<file path="config.mk">
export PLATFORM = sky130hd
export DESIGN_NAME = shift_word_serializer
export DESIGN_NICKNAME = d
export VERILOG_FILES = /design/src/rtl/shift_word_serializer_pkg.sv /design/src/rtl/shift_word_serializer.sv
export SDC_FILE = /design/constraint.sdc
export NUM_CORES = 1
export LEC_CHECK = 0
export CAP_MARGIN = 10
export CORE_AREA = 2 2 39 41
export DETAILED_ROUTE_END_ITERATION = 10
export DIE_AREA = 0 0 41 43
export GPL_ROUTABILITY_DRIVEN = 0
export PLACE_DENSITY = 0.63
export SKIP_LAST_GASP = 1
export SLEW_MARGIN = 20
export SYNTH_ARGS = -nofsm -noshare
export SYNTH_HDL_FRONTEND = slang
export SYNTH_SLANG_ARGS = --single-unit
</file>
<file path="constraint.sdc">
create_clock -name clk -period 1.7 [get_ports clk]
set_clock_uncertainty 0.1 [all_clocks]
set_input_delay 0.425 -clock clk [delete_from_list [all_inputs] [get_ports clk]]
set_output_delay 0.425 -clock clk [all_outputs]
set_load 0.01 [all_outputs]
</file>
<file path="src/rtl/shift_word_serializer_pkg.sv">
// Shared encodings for the word serializer that feeds
// the bidirectional serial shift register.
package shift_pkg;

  typedef enum logic [1:0] {
    ST_IDLE  = 2'd0,
    ST_SHIFT = 2'd1,
    ST_DONE  = 2'd2
  } state_t;

  localparam logic ORD_MSB_FIRST = 1'b0;
  localparam logic ORD_LSB_FIRST = 1'b1;

  localparam logic DIR_TO_MSB = 1'b0;
  localparam logic DIR_TO_LSB = 1'b1;

  // Register bit emitted on shift step cnt for a given order.
  function automatic int unsigned bit_sel(
    input logic        lsb_first,
    input int unsigned cnt,
    input int unsigned width
  );
    return lsb_first ? cnt : (width - 1 - cnt);
  endfunction

endpackage

</file>
<file path="src/rtl/shift_word_serializer.sv">
// Parallel-to-serial feeder: one bit per enabled cycle into the
// downstream shift register, MSB- or LSB-first per word.
module shift_word_serializer
  import shift_pkg::*;
#(
  parameter int WIDTH = 4
) (
  input  logic             clk,
  input  logic             rstn,
  input  logic             in_valid,
  output logic             in_ready,
  input  logic [WIDTH-1:0] in_data,
  input  logic             in_lsb_first,
  input  logic             ser_stall,
  output logic             ser_d,
  output logic             ser_en,
  output logic             ser_dir,
  output logic             word_done,
  output logic             busy
);

  localparam int CNTW = $clog2(WIDTH);
  localparam logic [CNTW-1:0] LAST = CNTW'(WIDTH - 1);

  state_t           r_state;
  logic [CNTW-1:0]  r_cnt;
  logic [WIDTH-1:0] r_shreg;
  logic             r_order;

  logic [CNTW-1:0]  w_idx;
  logic             w_bit;
  logic             w_shift;
  logic             w_take;

  assign w_idx   = CNTW'(bit_sel(r_order, 32'(r_cnt), WIDTH));
  assign w_bit   = r_shreg[w_idx];
  assign w_shift = (r_state == ST_SHIFT);
  assign w_take  = (r_state == ST_IDLE) && in_valid;

  always_ff @(posedge clk) begin
    if (!rstn) begin
      r_state <= ST_IDLE;
      r_cnt   <= '0;
      r_shreg <= '0;
      r_order <= ORD_MSB_FIRST;
    end else begin
      unique case (r_state)
        ST_IDLE: begin
          if (w_take) begin
            r_shreg <= in_data;
            r_order <= in_lsb_first;
            r_cnt   <= '0;
            r_state <= ST_SHIFT;
          end
        end
        ST_SHIFT: begin
          // Stall freezes cnt, so the bit on ser_d stays put.
          if (!ser_stall) begin
            if (r_cnt == LAST) begin
              r_state <= ST_DONE;
            end else begin
              r_cnt <= r_cnt + 1'b1;
            end
          end
        end
        ST_DONE: begin
          r_state <= ST_IDLE;
        end
        default: begin
          r_state <= ST_IDLE;
        end
      endcase
    end
  end

  // ser_dir tracks the order of the last accepted word,
  // so it is already correct from the first SHIFT cycle.
  assign in_ready  = (r_state == ST_IDLE);
  assign ser_en    = w_shift && !ser_stall;
  assign ser_d     = w_shift && w_bit;
  assign ser_dir   = r_order ? DIR_TO_LSB : DIR_TO_MSB;
  assign word_done = (r_state == ST_DONE);
  assign busy      = (r_state != ST_IDLE);

endmodule

</file>
## Word level (Yosys, flattened, before mapping)

Index checks and enable logic that the tools add are counted.

| cells by class | value |
|---|---|
| reduce and logical (&&, ||, !) cells | 10 |
| muxes and demuxes | 12 |
| order comparisons | 1 |
| div/mod/pow operators | 0 |
| bitwise gates (word level) | 0 |
| $mul | 0 |
| $add $sub $neg | 2 |
| shifts and indexed selects | 0 |
| eq/ne operators | 7 |

Operators with widths:

| operator | count |
|---|---|
| $mux W2 | 7 |
| $pmux W2 S2 | 2 |
| $eq A2 B2 Y1 const B | 2 |
| $ne A2 B1 Y1 const B | 2 |
| $ne A2 B2 Y1 const B | 2 |
| $reduce_and A4 Y1 | 1 |
| $reduce_bool A2 Y1 | 2 |
| $logic_and A1 B1 Y1 | 3 |
| $lt A2 B3 Y1 const B | 1 |
| $reduce_and A3 Y1 | 1 |
| $add A2 B1 Y2 const B | 1 |
| $bmux W1 S2 | 1 |
| $eq A2 B1 Y1 const B | 1 |
| $logic_not A2 Y1 | 1 |
| $mux W1 | 2 |
| $reduce_and A2 Y1 | 1 |
| $sub A2 B2 Y2 const A | 1 |
| $logic_not A1 Y1 | 1 |

| word-level totals | value |
|---|---|
| memories | 0 |
| bits of input ports | 9 |
| bits in read-only memories | 0 |
| bits in latches | 0 |
| word-level logic and storage cells | 36 |
| flip-flop bits (word level) | 9 |
| memory bits (writable) | 0 |

## Depth between registers and ports, before layout

| depth | value |
|---|---|
| depth after elaboration | 5 |
| gate-level depth with buffers | 4 |

## Least setup slack after synthesis

Ideal clock, no wire load.

| path | value |
|---|---|
| kind | flip-flop to output port |
| from | register r_order |
| to | output port ser_d |
| stages on the path, launching flop included | 3 |
| buffers on the path | 0 |
| path slack | -0.024 ns |
| data required time | 1.175 ns |
| arrival | 1.199 ns |
| cell sequence | dfxtp_1 mux4_2 o2111a_1 |

| on the way | value |
|---|---|
| longest elaborated chain between the ends | 4 |

RTL lines:

| what | line | source |
|---|---|---|
| from (decl) | shift_word_serializer.sv:28 | `logic r_order;` |
| from (signal assigned) | shift_word_serializer.sv:51 | `r_order <= in_lsb_first;` |
| $mux W2 | shift_word_serializer_pkg.sv:23 | `return lsb_first ? cnt : (width - 1 - cnt);` |
| $bmux W1 S2 | shift_word_serializer.sv:36 | `assign w_bit = r_shreg[w_idx];` |
| $mux W1 (implied by the code) | shift_word_serializer.sv:36 |  |
| $logic_and A1 B1 Y1 | shift_word_serializer.sv:80 | `assign ser_d = w_shift && w_bit;` |
| to (decl) | shift_word_serializer.sv:15 | `output logic ser_d,` |

No other way between the ends. The select of a mux whose other input is x is not followed.

## Worst setup path in the final report

Same ends and word-level chain as after synthesis.

==> flow_metrics.tcl <==
set metrics [dict create \
    reg2reg_depth 5 \
    hold_viol 0 \
    die_area_sq_mm 0.00176 \
    yosysWarnings 0 \
    clk_latency_ns 0.27 \
    start_util 0.351 \
    crit_family "multiplexers" \
    clkSinkCount 9 \
    rsz0062_at_grt "yes" \
    syn-cell-area_sq_um 485 \
    max_cap_viol_count 0 \
    cts_root_buffer "clkbuf_4" \
    grt_usage 0.155 \
    cp.arrival_ns 1.46 \
    tightest_slew_ns 0.364 \
    violations "negative setup slack" \
    end_kind "output port" \
    synth_area_leaders "dfxtp_1 37%, mux2i_1 14%, nor2b_1 9.0%" \
    grt_pass1_wl_mm 1.68 \
    setup_viol 1 \
    wl_per_cell_um 12.4 \
    synth_top_area_frac 0.371 \
    dpl.hpwl_um 800 \
    synth_seq_cells 9 \
    row_count 14 \
    syn_nets 58 \
    path_max_fanout 2 \
    clk_pin_slew_ns 0.06 \
    via_count 459 \
    p_leak_uw 0.000321 \
    area_growth_pct 54.1 \
    path_cells "mux4_2, o2111a_1, buf_2" \
    worstSetupPathType "flip-flop to output port" \
    slowest_stage "mux4_2" \
    io_pins 15 \
    period_needed_ns 1.99 \
    critPathLaunchType "flip-flop" \
    status "finished, violations left" \
    n_fill_cell 136 \
    diodes 0 \
    yosysSeqAreaShare 0.371 \
    die_h_um 43 \
    coreArea_sq_mm 0.00138 \
    holdPathStages 2 \
    crit_buf_inv 1 \
    hold_buffers 0 \
    final_cell_mix "11 x buf_4, 8 x clkdlybuf4s50_1, 7 x mux2i_1, 7 x dfxtp_1, 6 x nor2b_1" \
    htree_levels 1 \
    powerDensity_mw_per_mm2 704 \
    overflow 0 \
    clk_path_buf_depth 2 \
    final_common_cell "buf_4" \
    grt_pass1_vias 378 \
    synth_cell_type_count 22 \
    fin_ws_ns -0.290 \
    hold_path_class "flip-flop to flip-flop" \
    post_synth_inst_count 48 \
    firstDrtPassIters 2 \
    grt_max_degree 12 \
    slew_headroom 0.754 \
    pre_cts_ws_ns -0.339 \
    cp_num_cells 3 \
    avgSynthCellArea_sq_um 10.1 \
    whs_ns 0.450 \
    vdd_drop_max_mv 0.284 \
    cts_buffers 3 \
    drc 0 \
    fmax_mhz 503 \
    max_stage_delay_ns 0.49 \
    via_per_inst 4.94 \
    numPortBuffers 14 \
    yosysTopAreaCell "dfxtp_1" \
    fin_crit_sh 1.17 \
    postRouteAntennaNets 0 \
    nets 88 \
    utilization 0.541 \
    wirelength_mm 1.16 \
    finalMaxSlewViolations 0 \
    drt_iter0_drc 1 \
    antenna_found_initial 0 \
    cts_tree "done" \
    cp.required_ns 1.17 \
    die_w_um 41 \
    drive_gt1_frac 0.338 \
]
-- final cells by class --
cell class / instances / area [sq um] / share of cell area
inverter: 2 / 7.51 / 0.0100
timing repair buffer: 26 / 213 / 0.284
multi-input combinational: 36 / 299 / 0.400
tap: 16 / 20.0 / 0.0268
clock buffer: 4 / 26.3 / 0.0351
sequential: 9 / 183 / 0.244
-- synth_stat cells, drive strengths merged --
cell type  number
dfxtp           9
mux2i           7
nor2b           7
o21ai           3
a21oi           2
inv             2
nand2           2
nand2b          2
nand3           2
nand3b          2
and2b           1
and4b           1
clkbuf          1
ha              1
mux4            1
nor3b           1
nor4b           1
o2111a          1
or2             1
or3b            1
-- per-stage QoR --
step	TNS, ns	cells	power (uW)	cell area, sq um
2_1_floorplan	0	48	291	487
3_3_place_gp	-1.11	88	354	726
3_5_place_dp	-1.19	88	355	726
4_1_cts	-0.303	92	528	739
5_1_grt	-0.332	93	552	748
6_report	-0.290	93	527	748
-- power by group --
group          internal, uW  switching [uW]
sequential              223            7.90
clock                  91.1            84.8
combinational          74.3            45.8
total                   388             138
-- worst min-delay path, cell delays in order (launching register included) --
cell,delay [ns]
dfxtp_1,0.36
nand2_1,0.08
o21ai_1,0.06
-- timing repair --
item	4_1_cts	5_1_grt
hold endpoints to repair	0	0
gates cloned	0	0
setup buffers	0	1
gates resized for setup	22	1
endpoints found under the setup margin	6	3
-- worst paths after layout --
check | slack, ns | from | endpoint
setup / recovery | -0.29 | r_order | ser_d
hold / removal | 0.45 | r_cnt[1] | r_cnt[1]
setup reg to reg | 0.12 | r_cnt[0] | r_cnt[1]
hold reg to reg | 0.45 | r_cnt[1] | r_cnt[1]
-- sequential cells by signal (all words and copies together) (netlist names) --
| register | flops |
|---|---|
| r_cnt | 2 |
| r_order | 1 |
| r_shreg | 4 |
| r_state | 2 |
-- layer usage --
| layer | vias up | part of all wire | track usage |
|---|---|---|---|
| li1 | 228 | - | - |
| met1 | 213 | 0.46 | 0.190 |
| met2 | 13 | 0.44 | 0.206 |
| met3 | 5 | 0.055 | 0.0471 |
| met4 | 0 | 0.036 | 0.140 |
| met5 | - | 0 | 0 |
-- kinds of logic after synthesis --
| logic type | Yosys count | synth area share |
|---|---|---|
| buffers and inverters | 3 | 0.0232 |
| multiplexers | 8 | 0.191 |
| AO/OA/AOI/OAI | 6 | 0.0825 |
| AND/OR/NAND/NOR | 21 | 0.307 |
| flip-flops | 9 | 0.371 |
| adder cells (fa/ha/maj) | 1 | 0.0258 |
Note: power is estimated with default switching activity, not from simulation.
